File: src/rtl/cnu_minsum_serial.sv
// rtl/cnu_minsum_serial.sv - serial offset-min-sum check-node accumulator
// Tracks min1/min2/index/sign product over one row of sign-magnitude messages.
module cnu_minsum_serial #(
    parameter int DATA_W  = 9,
    parameter int MAX_DEG = 32,
    parameter int IDX_W   = $clog2(MAX_DEG),
    parameter int OFFSET  = 1
) (
    input  logic              i_clk,
    input  logic              i_rst,
    input  logic              i_valid,
    input  logic [DATA_W-1:0] i_data,
    input  logic              i_last,
    output logic              o_ready,
    output logic              o_valid,
    input  logic              i_ready,
    output logic [DATA_W-2:0] o_min1,
    output logic [DATA_W-2:0] o_min2,
    output logic [IDX_W-1:0]  o_min_idx,
    output logic              o_sign_prod,
    output logic [IDX_W-1:0]  o_deg,
    output logic              o_ovf
);
    localparam int MAG_W = DATA_W - 1;

    typedef enum logic {ST_ACC, ST_HOLD} state_t;

    state_t             state;
    logic [MAG_W-1:0]   acc_min1;
    logic [MAG_W-1:0]   acc_min2;
    logic [IDX_W-1:0]   acc_idx;
    logic [IDX_W-1:0]   cnt;
    logic               acc_sign;

    logic [MAG_W-1:0]   mag;
    logic [MAG_W-1:0]   nx_min1;
    logic [MAG_W-1:0]   nx_min2;
    logic [IDX_W-1:0]   nx_idx;
    logic               nx_sign;
    logic               accept;
    logic               at_max;
    logic               close;

    // Saturating subtract: the offset must never wrap a small magnitude upward.
    function automatic logic [MAG_W-1:0] sub_off(input logic [MAG_W-1:0] m);
        return (m > MAG_W'(OFFSET)) ? m - MAG_W'(OFFSET) : '0;
    endfunction

    assign o_ready = (state == ST_ACC);
    assign accept  = i_valid && o_ready;
    assign at_max  = (cnt == IDX_W'(MAX_DEG - 1));
    assign close   = i_last || at_max;

    always_comb begin
        mag     = i_data[MAG_W-1:0];
        nx_min1 = acc_min1;
        nx_min2 = acc_min2;
        nx_idx  = acc_idx;
        nx_sign = acc_sign ^ i_data[DATA_W-1];
        // Strict compares keep the earliest index on ties.
        if (mag < acc_min1) begin
            nx_min2 = acc_min1;
            nx_min1 = mag;
            nx_idx  = cnt;
        end else if (mag < acc_min2) begin
            nx_min2 = mag;
        end
    end

    always_ff @(posedge i_clk) begin
        if (i_rst) begin
            state       <= ST_ACC;
            o_valid     <= 1'b0;
            o_min1      <= '0;
            o_min2      <= '0;
            o_min_idx   <= '0;
            o_sign_prod <= 1'b0;
            o_deg       <= '0;
            o_ovf       <= 1'b0;
            acc_min1    <= '1;
            acc_min2    <= '1;
            acc_idx     <= '0;
            cnt         <= '0;
            acc_sign    <= 1'b0;
        end else begin
            case (state)
                ST_ACC: begin
                    if (accept) begin
                        if (close) begin
                            o_min1      <= sub_off(nx_min1);
                            o_min2      <= sub_off(nx_min2);
                            o_min_idx   <= nx_idx;
                            o_sign_prod <= nx_sign;
                            o_deg       <= cnt;
                            o_ovf       <= at_max && !i_last;
                            o_valid     <= 1'b1;
                            state       <= ST_HOLD;
                            acc_min1    <= '1;
                            acc_min2    <= '1;
                            acc_idx     <= '0;
                            cnt         <= '0;
                            acc_sign    <= 1'b0;
                        end else begin
                            acc_min1 <= nx_min1;
                            acc_min2 <= nx_min2;
                            acc_idx  <= nx_idx;
                            acc_sign <= nx_sign;
                            cnt      <= cnt + IDX_W'(1);
                        end
                    end
                end
                ST_HOLD: begin
                    if (i_ready) begin
                        o_valid <= 1'b0;
                        state   <= ST_ACC;
                    end
                end
                default: state <= ST_ACC;
            endcase
        end
    end
endmodule
File: config.mk
export PLATFORM = sky130hd
export DESIGN_NAME = cnu_minsum_serial
export DESIGN_NICKNAME = d
export VERILOG_FILES = /design/src/rtl/cnu_minsum_serial.sv
export SDC_FILE = /design/constraint.sdc
export NUM_CORES = 1
export LEC_CHECK = 0
export CORE_MARGIN = 4
export CORE_UTILIZATION = 25
export CTS_CLUSTER_SIZE = 14
export DETAILED_ROUTE_END_ITERATION = 16
export GPL_TIMING_DRIVEN = 0
export HOLD_SLACK_MARGIN = 0.12
export MAX_ROUTING_LAYER = met4
export PLACE_DENSITY = 0.48
export REMOVE_ABC_BUFFERS = 1
export SYNTH_ARGS = -nofsm -noshare
export SYNTH_HDL_FRONTEND = slang
export SYNTH_SLANG_ARGS = --single-unit
File: constraint.sdc
create_clock -name i_clk -period 2.7 [get_ports i_clk]
set_input_delay 0.27 -clock i_clk [delete_from_list [all_inputs] [get_ports i_clk]]
set_output_delay 0.27 -clock i_clk [all_outputs]
set_load 0.02 [all_outputs]
---- After elaboration in Yosys (flattened, before gate mapping) ----
Index checks and enable logic that the tools add are counted.
storage, ports and cells
  flip-flop bits (word level) ............. 57
  output and inout port bits .............. 30
  word-level logic and storage cells ...... 52
cells by class
  add/sub/neg operators ................... 3
  magnitude comparators ................... 4
  eq/ne operators ......................... 4
  muxes and demuxes ....................... 19
  bitwise logic cells ..................... 2
  reductions and logical operators ........ 7
operators by type and width
  kind                                                                  count
  8-bit 2-to-1 mux                                                      7
  8-bit by 1-bit > comparator with 1-bit output, second input constant  2
  8-bit < comparator                                                    2
  8-bit by 1-bit subtractor with 8-bit output, second input constant    2
  5-bit 2-to-1 mux                                                      3
  1-bit 2-to-1 mux                                                      7
  3-bit AND reduction                                                   2
  5-bit by 1-bit adder with 5-bit output, second input constant         1
  5-bit == test, second input constant                                  1
  2-bit by 1-bit != test with 1-bit output, second input constant       2
  1-bit one-hot mux with 2 select lines                                 2
  1-bit logical AND                                                     2
  2-bit != test, second input constant                                  1
  2-bit AND reduction                                                   1
  1-bit zero test                                                       1
  1-bit logical OR                                                      1
  1-bit inverter                                                        1
  1-bit bitwise XOR                                                     1

---- Longest topological paths before layout ----
  depth after elaboration ................. 5
  gate-level depth with buffers ........... 12
  mapped depth without buffers ............ 10

---- Worst setup path before layout ----
No wires, ideal clock.
  path kind ............................... reg-to-reg
  from .................................... register acc_min2[2]
  to ...................................... register o_min2[7]
  setup time .............................. 117 ps
  arrival ................................. 2678 ps
  slack ................................... -94 ps
  cell stages (with the launch flop) ...... 11
  path buffers ............................ 0
  period minus slack after synthesis ...... 2794 ps
  cells stage by stage .................... dfxtp_1 inv_1 ha_1 or3_1 a21o_1 a21boi_2 mux2_1 mux2i_1 nand2_2 or3_1 a22o_1
on the way
  word-level cells in the longest chain between the ends .. 5
ends and longest elaborated chain
  element                                                                                                              RTL line  source
  from (decl)                                                                                                          30        logic [MAG_W-1:0] acc_min2;
  from (signal assigned)                                                                                               105       acc_min2 <= nx_min2;
  8-bit < comparator                                                                                                   65        end else if (mag < acc_min2) begin
  8-bit 2-to-1 mux (*)                                                                                                 65
  8-bit 2-to-1 mux (*)                                                                                                 61        if (mag < acc_min1) begin
  8-bit by 1-bit subtractor with 8-bit output / 8-bit by 1-bit > comparator with 1-bit output (equally long branches)  46        return (m > MAG_W'(OFFSET)) ? m - MAG_W'(OFFSET) : '0;
  8-bit 2-to-1 mux (*)                                                                                                 46
  to (signal assigned)                                                                                                 91        o_min2 <= sub_off(nx_min2);
  to (decl)                                                                                                            18        output logic [DATA_W-2:0] o_min2,
Mark *: on every way between the ends. The rest lies on a longest branch, timed or not.
A chain may end at the register's enable or synchronous reset.

---- Worst setup path in the final report ----
  from .................................... register acc_min2[3]
  to ...................................... register o_min2[0]
Same word-level chain as after synthesis.

==> flow_summary.ini <==
[detailed_routing]
initialDrtViolationCount = 122
vias = 2802
vias_per_cell = 4.942
antenna_left = 0
routed_wl_mm = 8.612
drc = 0
first_pass_iters = 4
wire_per_inst_um = 15.19

[placed_design]
pre_cts_slack_ns = -1.493
gp_congestion = 0.8153
dp.cells = 523
dpl.hpwl_mm = 5.433
port_buffers = 43

[sta]
setup_viol = 0
hold_viol = 0
worst_slew_pin_slew_ns = 0.9388
slew_headroom_pct = 37.40
min_period_over_period_pct = 99.48
max_freq_ghz = 0.3723
finalCriticalPeriod_ns = 2.686
rsz0062_at_grt = yes
maxSlewViolCount = 0
hold_slack_ns = 0.3337
setup_ws_ns = 0.01395
clock_skew_ns = 0.006010

[synthesis]
syn_area_per_cell_um2 = 8.755
syn-instance-count = 348
yosysMostFrequentCell = dfxtp_1
synth.distinct_cells = 52
post_synth_instance_area_um2 = 3047
synthTopCellsByArea = dfxtp_1, ha_1, nand2_1, mux2i_1, o211ai_1
yosysWarnings = 0
synth_top_area_share_pct = 37.45
synth_largest_area_cell = dfxtp_1
synth_seq_area_share_pct = 37.45
synthTopCellsByCount = dfxtp_1, nand2_1, nor2_1, ha_1
async_flop_share_pct = 0
synthFlopType = dfxtp_1
synth-edff-count = 0
ys_ff_latch = 57

[global_route]
grt_pass1_wl_mm = 14.24
grt_usage_pct = 12.96
first_global_vias = 2919
overflow = 0
grt_antenna_before_repair = 0
grt_max_degree = 36

[die]
core_area_um2 = 11960
io_pins = 44
start_util_pct = 25.47
die-height_um = 118.4
die_area_um2 = 14020
die_x_um = 118.4
num_rows = 40

[pwr]
p_sw_mw = 0.8008
p_clk_share_pct = 42.2
ir_drop_mv = 0.2784
p_seq_share_pct = 34.5
power.internal_mw = 1.891
cellLeakagePower_nw = 1.730
p_sw_share_pct = 29.75
powerDensity_nw_per_um2 = 612.8
p_comb_share_pct = 23.3

[outcome]
status = completed

[final_layout]
num_antenna_cells = 0
regArea_um2 = 1170
syn_to_final_growth_pct = 44.19
multi_input_area_um2 = 2023
fin_util_pct = 36.73
fillCellCount = 1208
drive_gt1_share_pct = 25.95
instances_no_fill = 567
nets = 445

[critical_path]
slowest_delay_ns = 0.37
endpoint_kind = flip-flop
cp.required_ns = 2.92
start_kind = flip-flop
path_cells = inv_1 > ha_2 > or3_4 > a21o_1 > a21boi_4 > mux2_4 > mux2i_4 > nand2_2 > o31a_1 > a22o_1
cp_max_fo = 4
reg2reg_slack_ns = 0.01
cpMaxStageDelayCell = or3_4
crit_arrival_ns = 2.91
critical_path_class = reg2reg

[clocking]
cts.path.max_buffers = 2
cts.clk_slew.worst_paths_ns = 0.05
ctsHtreeMaxLevel = 3
cts_tree = done
cts_buffers = 9
cts_sinks = 57
clk_latency_ns = 0.33
postCtsHoldBufs = 0
cts_root_buf = clkbuf_16

[run]
cap_violations = 0

[min_path]
hp-class = in2reg
cell usage in the layout (no fill, tap or decap), types with 5 or more instances in the layout:
cell,instances
dfxtp_1,44
nand2_1,43
clkdlybuf4s50_1,35
buf_4,23
nor2_1,20
o211ai_1,15
o21ai_0,14
nand3_1,13
inv_1,11
mux2i_1,9
ha_1,9
clkbuf_16,9
o21ai_1,8
mux2i_4,8
dfxtp_2,8
nand4_1,7
a22oi_1,7
a21oi_1,7
xnor2_1,7
a22o_1,7
nand2b_1,6
nor3_1,6
dfxtp_4,5
dlygate4sd2_1,5
through the flow:
step                area, um^2  setup TNS, ns  power [mW]
floorplan                 2970         -9.784       1.252
global route              4393        -0.2420       2.833
finish                    4393              0       2.692
global placement          3585         -70.56       1.408
detailed placement        3612         -34.30       1.419
CTS                       4219              0       2.689
power by group through the flow:
| stage | registers, mW | logic [mW] | clock network, mW |
|---|---|---|---|
| 2_1_floorplan | 0.960 | 0.292 | 0 |
| 3_3_place_gp | 0.945 | 0.463 | 0 |
| 3_5_place_dp | 0.945 | 0.474 | 0 |
| 4_1_cts | 0.931 | 0.582 | 1.18 |
| 5_1_grt | 0.935 | 0.682 | 1.22 |
| 6_report | 0.928 | 0.626 | 1.14 |
flip-flops by register name, indices dropped and copies added (netlist names):
register	flops
o_min_idx	5
acc_min2	8
o_deg	5
o_sign_prod	1
o_min1	8
cnt	5
o_valid	1
state	1
o_min2	8
o_ovf	1
acc_idx	5
acc_sign	1
acc_min1	8
path summary, 6_finish.rpt:
path | from | end | cells after the start
hold / removal | i_data[1] | acc_min1[1] | 3
setup reg to reg | acc_min2[3] | o_min2[0] | 10
hold reg to reg | o_min2[3] | o_min2[3] | 2
setup / recovery | acc_min2[3] | o_min2[0] | 10
worst max-delay path: cells and delay by family, from the launching register on:
kind	cells	cell delay (ns)
fa+ha+maj	1	0.16
flops	1	0.34
compound gates	4	0.95
mux	2	0.59
buf+inv	1	0.05
simple gates	2	0.49
layer usage:
layer / vias to the layer above / share of wire [%] / GRT usage, %
li1: 1402 / - / -
met1: 1336 / 46 / 14.78
met4: 0 / 1.5 / 4.490
met2: 52 / 49 / 21.90
met3: 12 / 3.7 / 3.636
met5: - / 0 / -
area by class of cell:
type                            instances  area share [%]
Clock buffer                            9           5.127
Clock inverter                          7           1.595
Multi-Input combinational cell        261           46.06
Inverter                               15           1.282
Tap cell                              147           4.187
Sequential cell                        57           26.63
Timing Repair Buffer                   71           15.12
what timing repair did:
item                                   4_1_cts  5_1_grt
buffers inserted                            18        9
cloned                                       1        0
resized for setup                           40       38
endpoints found under the hold margin        0        0
pin swaps                                    8       19
setup endpoints to repair                   37       26
logic make-up (layout without fill, tap and decap cells):
family          after synthesis  count (layout)  share of synthesized area [%]
simple gates                122             122                          19.10
compound gates               88              89                          20.45
flops                        57              57                          37.45
buf+inv                      31             102                          4.353
mux                          24              24                          9.199
fa+ha+maj                    16              16                          6.571
xor+xnor                     10              10                          2.875
No activity file was read; power rests on OpenSTA's default activity.
